## config.mk

```make
export PLATFORM = sky130hd
export DESIGN_NAME = mul_unit_iter
export DESIGN_NICKNAME = d
export VERILOG_FILES = /design/src/rtl/mul_unit_iter.sv
export SDC_FILE = /design/constraint.sdc
export NUM_CORES = 1
export LEC_CHECK = 0
export CAP_MARGIN = 40
export CORE_MARGIN = 10
export CORE_UTILIZATION = 35
export CTS_BUF_LIST = sky130_fd_sc_hd__clkbuf_4 sky130_fd_sc_hd__clkbuf_8
export DETAILED_ROUTE_END_ITERATION = 16
export GPL_ROUTABILITY_DRIVEN = 1
export HOLD_SLACK_MARGIN = 0.03
export PLACE_DENSITY_LB_ADDON = 0.15
export SLEW_MARGIN = 10
export SYNTH_ARGS = -nofsm -noshare
export SYNTH_HDL_FRONTEND = slang
export SYNTH_SLANG_ARGS = --single-unit
```

## constraint.sdc

```tcl
create_clock -name clk_i -period 5.7 [get_ports clk_i]
set_clock_uncertainty 0.05 [all_clocks]
set_input_delay 1.71 -clock clk_i [delete_from_list [all_inputs] [get_ports clk_i]]
set_output_delay 1.71 -clock clk_i [all_outputs]
set_load 0.05 [all_outputs]
```

## src/rtl/mul_unit_iter.sv

```systemverilog
// Iterative RV32M multiplier (MUL/MULH/MULHSU/MULHU), STEP bits per cycle.
// Ports: clk_i, rst_n_i, start_i, alu_op_i, op_a_i, op_b_i, flush_i,
//        stall_o, busy_o, valid_o, result_o.
module mul_unit_iter #(
  parameter int         XLEN       = 32,
  parameter int         STEP       = 1,
  parameter logic [3:0] ALU_MUL    = 4'd10,
  parameter logic [3:0] ALU_MULH   = 4'd11,
  parameter logic [3:0] ALU_MULHSU = 4'd12,
  parameter logic [3:0] ALU_MULHU  = 4'd13
) (
  input  logic            clk_i,
  input  logic            rst_n_i,
  input  logic            start_i,
  input  logic [3:0]      alu_op_i,
  input  logic [XLEN-1:0] op_a_i,
  input  logic [XLEN-1:0] op_b_i,
  input  logic            flush_i,
  output logic            stall_o,
  output logic            busy_o,
  output logic            valid_o,
  output logic [XLEN-1:0] result_o
);

  localparam int N  = XLEN / STEP;
  localparam int CW = (N > 1) ? $clog2(N) : 1;
  localparam int PW = 2 * XLEN;

  localparam logic [1:0] S_IDLE = 2'd0;
  localparam logic [1:0] S_BUSY = 2'd1;
  localparam logic [1:0] S_DONE = 2'd2;

  logic [1:0]      r_state;
  logic [PW-1:0]   r_acc;
  logic [PW-1:0]   r_mcand;
  logic [XLEN-1:0] r_mplier;
  logic [CW-1:0]   r_cnt;
  logic            r_neg;
  logic            r_lo;
  logic [XLEN-1:0] r_result;

  logic            w_is_mul;
  logic            w_accept;
  logic            w_a_sgn;
  logic            w_b_sgn;
  logic            w_a_neg;
  logic            w_b_neg;
  logic [XLEN-1:0] w_a_abs;
  logic [XLEN-1:0] w_b_abs;
  logic [PW-1:0]   w_pp;
  logic [PW-1:0]   w_prod;
  logic [XLEN-1:0] w_new;
  logic            w_last;
  logic            w_done_ok;

  assign w_is_mul = (alu_op_i == ALU_MUL)
                  | (alu_op_i == ALU_MULH)
                  | (alu_op_i == ALU_MULHSU)
                  | (alu_op_i == ALU_MULHU);

  assign w_accept = (r_state == S_IDLE) & start_i
                  & w_is_mul & ~flush_i;

  assign w_a_sgn = (alu_op_i == ALU_MULH)
                 | (alu_op_i == ALU_MULHSU);
  assign w_b_sgn = (alu_op_i == ALU_MULH);

  assign w_a_neg = w_a_sgn & op_a_i[XLEN-1];
  assign w_b_neg = w_b_sgn & op_b_i[XLEN-1];

  // |0x80..0| wraps to itself, which is the right unsigned magnitude
  assign w_a_abs = w_a_neg ? (~op_a_i + XLEN'(1)) : op_a_i;
  assign w_b_abs = w_b_neg ? (~op_b_i + XLEN'(1)) : op_b_i;

  // multiplicand is pre-shifted each cycle, so the shift count is implicit
  always_comb begin
    w_pp = '0;
    for (int j = 0; j < STEP; j++) begin
      if (r_mplier[j]) begin
        w_pp = w_pp + (r_mcand << j);
      end
    end
  end

  assign w_prod = r_neg ? (~r_acc + PW'(1)) : r_acc;
  assign w_new  = r_lo ? w_prod[XLEN-1:0]
                       : w_prod[PW-1:XLEN];

  assign w_last    = (r_cnt == CW'(N - 1));
  assign w_done_ok = (r_state == S_DONE) & ~flush_i;

  assign stall_o  = w_accept | (r_state == S_BUSY);
  assign busy_o   = (r_state == S_BUSY);
  assign valid_o  = w_done_ok;
  assign result_o = w_done_ok ? w_new : r_result;

  always_ff @(posedge clk_i or negedge rst_n_i) begin
    if (!rst_n_i) begin
      r_state <= S_IDLE;
    end else if (flush_i) begin
      r_state <= S_IDLE;
    end else begin
      case (r_state)
        S_IDLE: if (w_accept) r_state <= S_BUSY;
        S_BUSY: if (w_last) r_state <= S_DONE;
        S_DONE: r_state <= S_IDLE;
        default: r_state <= S_IDLE;
      endcase
    end
  end

  always_ff @(posedge clk_i or negedge rst_n_i) begin
    if (!rst_n_i) begin
      r_acc    <= '0;
      r_mcand  <= '0;
      r_mplier <= '0;
      r_cnt    <= '0;
      r_neg    <= 1'b0;
      r_lo     <= 1'b0;
      r_result <= '0;
    end else begin
      if (w_accept) begin
        r_acc    <= '0;
        r_mcand  <= {{XLEN{1'b0}}, w_a_abs};
        r_mplier <= w_b_abs;
        r_cnt    <= '0;
        r_neg    <= w_a_neg ^ w_b_neg;
        r_lo     <= (alu_op_i == ALU_MUL);
      end else if (r_state == S_BUSY) begin
        r_acc    <= r_acc + w_pp;
        r_mcand  <= r_mcand << STEP;
        r_mplier <= r_mplier >> STEP;
        r_cnt    <= r_cnt + CW'(1);
      end
      if (w_done_ok) begin
        r_result <= w_new;
      end
    end
  end

endmodule
```

==> qor.txt, run 1 <==
CP max FO: 5
Post-Syn Area: 14800 sq um
# rows: 75
Post-synth EDFFs: 0
Power Total: 7230 uW
Worst EP required: 3.94 ns
Die height: 225 microns
First-pass GRT wire length: 75500 microns
Initial antenna violation count: 0
WS Path Type: flop to primary output
Starting Density: 35.3%
ANT cells: 0
TritonCTS Buffers: 42
Most frequent cells in the layout: nand2_1 (269), o21ai_0 (255), dfrtp_1 (196)
Status: complete, no violations
Post-Place Cells: 2383
YS warnings: 0
Fin crit period: 5.69 ns
Fillers: 4197
WL/cell: 19.2 microns
Util after Layout: 42.6%
Post-DP HPWL: 36200 microns
DIE AREA: 50800 sq um
Crit end category: primary output
Share of cells above drive strength 1: 10.5%
Slew @ Worst Pin: 0.881 ns
Placeable Area: 41900 sq um
Port bufs: 106
# DRC: 0
Final Hold Fails: 0
Vias in the first global route: 13.3k
Most used flip-flop cell after synthesis: dfrtp_1
Layout Nets: 2045
Slew Limit Fails: 0
Routability cong.: 0.939
1st-iter DRT viols: 1031
Synth Register Bits: 201
Max Clk Rate: 176 MHz
Mapped Nets: 1959
Clock Sink Count: 201
Vias per cell: 5.51
Largest net degree at the start of global routing: 74
Post-Route WL: 47400 microns
Asr flop ratio synth: 100%
Startpoint Class: flop
Netlist cell types: 65
Drt first pass iters: 5
Final non-filler cell total: 2474
Placed Area: 16700 sq um
# Max-Cap Violations: 0
CTS tree: done
H-Tree Depth: 2
WP data arrival: 3.93 ns
Via count: 13.6k
Peak VDD IR: 0.000140 V
CTS Buffer Depth: 3
Die W: 225 microns
Most common cell after layout, fill and taps aside: nand2_1
Leak Pwr: 0.00761 uW
Root Buffer: clkbuf_8
Fin crit share: 99.9%
Pwr/cell area: 405 nW/um^2
Seq/Total Area, Yosys: 34.1%
Slew headroom: 40.5%
Syn Inst Count: 1818
Gr usage total: 18.5%
Hold crit path type: flop to flop
Clock latency reported for the late side of the worst-skew pair: 0.61 ns
Remaining antenna violation count: 0
Endpoints failing setup: 0
RSZ-0062 raised after global routing: yes
Mapped Avg Cell Area: 8.12 sq um
Area Overhead vs Synth: 20.9%
Grt ovf: 0
I/O Pins: 107
Reg clk slew, reported paths: 0.06 ns
Design Area, Final: 17800 sq um
[metrics by stage]
| stage | TNS, ns | hold WS, ns | setup WS [ns] |
|---|---|---|---|
| floorplan | 0 | 0.401 | 0.271 |
| global route | -1.17 | 0.479 | -0.144 |
| finish | 0 | 0.437 | 0.00685 |
| detailed placement | 0 | 0.415 | 0.368 |
| global placement | 0 | 0.416 | 0.436 |
| CTS | -0.0676 | 0.436 | -0.0475 |
[flip-flops by register name, summed over array words and instances, names as in the netlist]
register  count
r_mcand      64
r_state       2
r_lo          1
r_cnt         5
r_neg         1
r_mplier     32
r_acc        64
r_result     32
[timing repair]
| item | in CTS | in global routing |
|---|---|---|
| gates resized for setup | 10 | 10 |
| pin swaps | 8 | 7 |
| hold buffers | 0 | 0 |
| setup endpoints to repair | 7 | 19 |
| setup buffers | 7 | 9 |
| cloned | 0 | 0 |
[synth_stat cells, drive strengths merged (32+ instances only)]
master  number  area, sq um
a22oi       56          420
dfrtp      201         5030
nand2      270         1010
nand3       51          255
ha          68          851
and2        65          407
xor2        90          788
nand4       32          206
xnor2       89          780
o21ai      272         1360
clkbuf     101          379
nor2        82          308
a21oi      100          500
o31ai       37          288
a21o        42          315
[power breakdown]
part / internal [uW] / switching (uW) / leakage [uW]
Combinational: 1230 / 1790 / 0.00447
Sequential: 1880 / 611 / 0.00264
Clock: 1040 / 678 / 0.000498
[per-layer routing]
metal / wire [microns] / vias to the layer above / GRT usage [%]
li1: - / 6737 / -
met1: 22900 / 6485 / 25.8
met2: 20700 / 359 / 28.0
met3: 2710 / 57 / 3.57
met4: 1150 / 0 / 6.17
met5: 0 / - / 0
[logic make-up after synthesis]
logic type / after synthesis / share of synthesized area (%)
AOI/OAI and AO/OA: 605 / 24.9
buffers and inverters: 131 / 3.33
adders and majority gates: 69 / 5.90
DFF: 201 / 34.1
and+or+nand+nor: 631 / 21.0
muxes: 2 / 0.144
xor gates and xnor gates: 179 / 10.6
[critical path, cell delays in order, from the launching register on]
cell,delay (ns)
dfrtp_1,0.41
or4_4,0.56
or3_4,0.40
nor3_4,0.26
nand4_2,0.15
or2_1,0.28
or3_4,0.38
o41ai_4,0.22
xnor2_1,0.17
o21ai_1,0.10
o21ai_2,0.22
buf_12,0.17
[layout make-up]
type	instances	area (sq um)	area share (%)
flip-flops and latches	201	5040	28.2
clock inverters	9	123	0.687
well taps	539	674	3.78
multi-input cells	1486	9320	52.2
inverters	22	83.8	0.470
clock buffers	66	815	4.56
repair buffers	151	1800	10.1
[worst paths after layout]
check / startpoint / end / slack [ns] / cells after the start
setup reg to reg: r_mplier[0] / r_acc[50] / 1.11 / 15
min in group asynchronous: rst_n_i / r_result[10] / 0.94 / 1
max in group asynchronous: rst_n_i / r_acc[48] / 3.50 / 3
hold reg to reg: r_lo / r_lo / 0.44 / 2
setup / recovery: r_acc[11] / result_o[31] / 0.007 / 11
hold / removal: r_lo / r_lo / 0.44 / 2
Note: power is estimated with default switching activity, not from simulation.
==> run 2, diff against run 1 <==
Settings changed: GPL_TIMING_DRIVEN from default to 0.
==> qor.txt, run 2 (synthesis results as in run 1) <==
Routability cong.: 0.925 (-1.5%)
WHS Endpoint: r_result[16]
Slew @ Worst Pin: 0.834 ns (-0.0471 ns)
R2r setup slk: 0.94 ns (-0.17 ns)
Util after Layout: 42.3% (-0.36 points)
Die W: 225 microns (unchanged)
Worst slack, placed: -1.11 ns (-1.48 ns)
WL/cell: 20.5 microns (+6.8%)
Vias per cell: 5.50 (-0.31%)
Largest net degree at the start of global routing: 101 (+36%)
Failing checks: negative setup slack
Hold path startpoint: r_result[16]
Fin Hold WS: 0.425 ns (-0.0119 ns)
Initial antenna violation count: 1 (+1)
# DRC: 0 (unchanged)
Port bufs: 106 (unchanged)
Startpoint Class: flop
Design Area, Final: 17700 sq um (-0.84%)
Placed Area: 16600 sq um (-0.87%)
Remaining antenna violation count: 0 (unchanged)
CTS Buffer Depth: 3 (unchanged)
Leak Pwr: 0.00753 uW (-0.98%)
Vias in the first global route: 14.1k (+6.1%)
H-Tree Depth: 2 (unchanged)
Slew headroom: 44.4% (+3.9 points)
Status: finished, violations left
WS Path Type: flop to primary output
Final non-filler cell total: 2563 (+3.6%)
Final Hold Fails: 0 (unchanged)
First-pass GRT wire length: 81000 microns (+7.3%)
Crit end category: primary output
Root Buffer: clkbuf_8
Hold crit path type: flop to flop
DIE AREA: 50800 sq um (unchanged)
CTS tree: done
Area Overhead vs Synth: 19.9%
Sequential Area: 5040 sq um (about the same)
RSZ-0062 raised after global routing: yes
Area used by multi-input combinational logic: 9430 sq um (+1.1%)
Share of cells above drive strength 1: 9.93% (-0.56 points)
Biggest regs: r_acc (64), r_mcand (64)
Setup WS post-layout: -0.0780 ns (-0.0848 ns)
Fin crit share: 101% (+1.5 points)
Layout Nets: 2142 (+4.7%)
Reg2Reg Depth: 15 (unchanged)
Pwr/cell area: 403 nW/um^2 (-0.37%)
Hold Path Depth: 2 (unchanged)
Gr usage total: 20.4% (+1.9 points)
Grt ovf: 0 (unchanged)
TritonCTS Buffers: 39 (-7.1%)
Starting Density: 35.3% (unchanged)
Post-DP HPWL: 41400 microns (+14%)
# rows: 75 (unchanged)
Reg clk slew, reported paths: 0.06 ns (about the same)
Post-Route WL: 52500 microns (+11%)
Via count: 14.1k (+3.3%)
Most common cell after layout, fill and taps aside: nand2_1
Most frequent cells in the layout: nand2_1 (269), o21ai_0 (257), dfrtp_1 (193)
WP data arrival: 4.02 ns (+0.09 ns)
Slew Limit Fails: 0 (unchanged)
Endpoints failing setup: 3 (+3)
1st-iter DRT viols: 790 (-23%)
Peak VDD IR: 0.000144 V (+2.9%)
Drt first pass iters: 5 (unchanged)
Fin crit period: 5.78 ns (+0.0848 ns)
Clock Sink Count: 201 (unchanged)
Clock latency reported for the late side of the worst-skew pair: 0.60 ns (about the same)
CP max FO: 4 (-1)
Worst EP required: 3.94 ns (about the same)
Fillers: 4322 (+3.0%)
I/O Pins: 107 (unchanged)
Hold-fix buffers at CTS: 0 (unchanged)
Die height: 225 microns (unchanged)
Max Clk Rate: 173 MHz (-1.5%)
RR Endpoint: r_acc[50]
Placeable Area: 41900 sq um (unchanged)
Worst r2r src: r_mplier[0]
# Max-Cap Violations: 0 (unchanged)
Post-Place Cells: 2468 (+3.6%)
ANT cells: 0 (unchanged)
[run 2: final cells by class]
class	instances	area share, %
Multi-Input combinational cell	1486	53.3
Sequential cell	201	28.5
Timing Repair Buffer	143	7.32
Clock buffer	57	4.04
Tap cell	539	3.81
Buffer	108	2.33
Inverter	22	0.467
Clock inverter	7	0.297
[run 2: report_power, final]
part	switching, uW	internal [uW]	total, uW	leakage [uW]
Clock	654	804	1460	0.000409
Combinational	1940	1230	3170	0.00449
Sequential	634	1880	2510	0.00263
[run 2: metal layers]
metal,global-route usage [%],routed length (microns),vias up
li1,-,-,6924
met4,7.95,1800,2
met3,3.21,2680,93
met2,31.8,23200,362
met1,27.8,24800,6704
met5,0,7,-
[run 2: worst max-delay path, cell delays in order (launching register included)]
cell     delay (ns)
dfrtp_2        0.43
or4_4          0.49
or3_4          0.45
nor3_4         0.29
nand4_4        0.15
or2_4          0.27
or3_4          0.39
o31ai_4        0.27
xnor2_2        0.19
o21ai_2        0.11
o21ai_2        0.19
buf_6          0.18
[run 2: worst max path at each step]
| stage | from | slack (ns) | cells past startpoint | end |
|---|---|---|---|---|
| CTS | r_acc[16] | -0.28 | 11 | result_o[31] |
| global placement | rst_n_i | -5.93 | 1 | r_mcand[58] |
| floorplan | r_acc[11] | 0.27 | 8 | result_o[7] |
| global route | r_acc[17] | -0.20 | 11 | result_o[31] |
| detailed placement | alu_op_i[1] | -1.11 | 9 | stall_o |
| finish | r_acc[16] | -0.08 | 11 | result_o[25] |
[run 2: metrics by stage]
stage	setup TNS [ns]	total power, uW
6_report	-0.159	7140
5_1_grt	-0.936	7640
4_1_cts	-0.655	7070
3_5_place_dp	-10.19	5440
3_3_place_gp	-1194.57	5390
2_1_floorplan	0	4360
[run 2: what timing repair did]
action                                  in CTS  in global routing
resized for setup                          167                 54
endpoints found under the setup margin      33                 33
pin swaps                                   15                 19
buffers inserted                            18                 14
==> run 3, diff against run 2 <==
Settings changed: CELL_PAD_IN_SITES_DETAIL_PLACEMENT from default to 0, CELL_PAD_IN_SITES_GLOBAL_PLACEMENT from default to 1.
==> qor.txt, run 3 (synthesis results as in run 1) <==
Status: finished, violations left
Failing checks: negative setup slack
Placeable Area: 41900 sq um (unchanged)
WS Path Type: flop to primary output
Die W: 225 microns (unchanged)
Fin Hold WS: 0.416 ns (-0.00853 ns)
Vias per cell: 5.51 (+0.27%)
Starting Density: 35.3% (unchanged)
CP delay by family, top: simple AND/OR/NAND/NOR gates
Critical Path, Cell by Cell: or4_4 -> or3_4 -> nor3_4 -> nand4_4 -> or2_4 -> or3_4 -> o31ai_4 -> xnor2_2 -> o21ai_2 -> o21ai_2 -> buf_6
Critical path's slowest cell: or4_4
First-pass GRT wire length: 84900 microns (+4.8%)
Slew Limit Fails: 0 (unchanged)
Sequential Power Share: 35.2% (about the same)
Switching component of the power: 3310 uW (+2.6%)
Most frequent cells in the layout: nand2_1 (269), o21ai_0 (242), dfrtp_1 (195)
# Max-Cap Violations: 0 (unchanged)
I/O Pins: 107 (unchanged)
Leak Pwr: 0.00753 uW (about the same)
Most common cell after layout, fill and taps aside: nand2_1
CP max FO: 4 (unchanged)
WL/cell: 21.2 microns (+3.8%)
CP peak stage delay: 0.55 ns (+0.06 ns)
H-Tree Depth: 2 (unchanged)
Slew headroom: 40.8% (-3.6 points)
Pwr/cell area: 409 nW/um^2 (+1.3%)
# rows: 75 (unchanged)
Fin crit share: 102% (+0.81 points)
Internal power: 3960 uW (+1.1%)
Vias in the first global route: 14.2k (+1.2%)
Clock Sink Count: 201 (unchanged)
Clk pwr share: 20.8% (+0.4 points)
Gr usage total: 21.4% (+1.0 points)
Worst EP required: 3.94 ns (about the same)
Layout Nets: 2138 (-0.19%)
Hold crit path type: flop to flop
Via count: 14.1k (+0.11%)
# DRC: 0 (unchanged)
DIE AREA: 50800 sq um (unchanged)
Setup WS post-layout: -0.124 ns (-0.0459 ns)
Fin crit period: 5.82 ns (+0.0459 ns)
Biggest regs: r_acc (64), r_mcand (64)
Crit end category: primary output
Endpoints failing setup: 4 (+1)
CTS tree: done
Post-DP HPWL: 43200 microns (+4.5%)
Design Area, Final: 17800 sq um (+0.47%)
Max Clk Rate: 172 MHz (-0.79%)
Reg clk slew, reported paths: 0.06 ns (about the same)
Routability cong.: 0.948 (+2.5%)
Startpoint Class: flop
Root Buffer: clkbuf_8
Placed Area: 16600 sq um (+0.20%)
Initial antenna violation count: 1 (unchanged)
Port bufs: 106 (unchanged)
1st-iter DRT viols: 899 (+14%)
RSZ-0062 raised after global routing: yes
Die height: 225 microns (unchanged)
CTS Buffer Depth: 3 (unchanged)
Share of cells above drive strength 1: 9.86% (-0.074 points)
Slew @ Worst Pin: 0.888 ns (+0.0542 ns)
Peak VDD IR: 0.000163 V (+13%)
Drt first pass iters: 8 (+3)
TritonCTS Buffers: 40 (+2.6%)
Clock latency reported for the late side of the worst-skew pair: 0.62 ns (+0.02 ns)
Fillers: 4335 (+0.30%)
CP bufs+invs: 1 (unchanged)
Switching fraction of total power: 45.6% (+0.36 points)
Sequential Area: 5040 sq um (about the same)
Final Hold Fails: 0 (unchanged)
Area used by multi-input combinational logic: 9490 sq um (+0.70%)
WP data arrival: 4.06 ns (+0.04 ns)
Combinational power share: 44.1% (-0.3 points)
Largest net degree at the start of global routing: 102 (+0.99%)
Remaining antenna violation count: 0 (unchanged)
Area Overhead vs Synth: 20.4%
Grt ovf: 0 (unchanged)
Post-Route WL: 54400 microns (+3.6%)
==> run 3: worst paths after layout <==
path,startpoint,to,slack [ns],depth (start not counted)
max reg2reg,r_mplier[0],r_acc[50],0.83,15
min in group asynchronous,rst_n_i,r_result[18],0.91,1
max,r_acc[11],result_o[27],-0.12,11
max in group asynchronous,rst_n_i,r_acc[59],3.55,3
min,r_result[16],r_result[16],0.42,2
min reg2reg,r_result[16],r_result[16],0.42,2
==> run 3: final cells by class <==
cell class                 count  share of cell area [%]
multi-input combinational   1486                    53.4
antenna                        1                  0.0141
clock buffer                  58                    4.17
timing repair buffer         138                    7.30
tap                          539                    3.79
buffer                       108                    2.30
sequential                   201                    28.3
inverter                      22                   0.464
clock inverter                 6                   0.239
==> run 3: stage by stage <==
stage          cells  utilization [%]  TNS (ns)  total power, uW  worst slack (ns)
6_report        2559             42.5    -0.424             7270            -0.124
5_1_grt         2559             42.5     -1.05             7760            -0.216
4_1_cts         2547             42.1    -0.586             7170            -0.176
3_5_place_dp    2471             39.7    -13.96             5490             -1.28
3_3_place_gp    2463             39.4  -1228.37             5450             -6.08
2_1_floorplan   1818                -         0             4360             0.271
==> run 3: tightest hold or removal path, stage by stage (launching register included) <==
cell and delay [ns]:
dfrtp_1 0.32, nand2_1 0.04, nand2_1 0.07
==> run 3: what timing repair did <==
| action | CTS | global route |
|---|---|---|
| gates resized for setup | 197 | 80 |
| hold buffers | 0 | 0 |
| pin swaps | 10 | 19 |
| hold endpoints to repair | 0 | 0 |
| setup buffers | 13 | 11 |
| endpoints found under the setup margin | 33 | 30 |
==> run 3: metal layers <==
metal / track usage, % / up-vias / share of wire [%]
met5: 0 / - / 0
met4: 7.17 / 0 / 3.4
met3: 3.79 / 81 / 5.4
met2: 33.7 / 361 / 44
met1: 29.1 / 6720 / 47
li1: - / 6939 / -
==> run 3: power groups by stage <==
stage / Combinational [uW] / Clock [uW] / Sequential [uW]
floorplan: 2110 / 0 / 2250
global placement: 2910 / 0 / 2540
detailed placement: 2940 / 0 / 2550
CTS: 3090 / 1560 / 2530
global route: 3540 / 1610 / 2610
finish: 3200 / 1510 / 2560
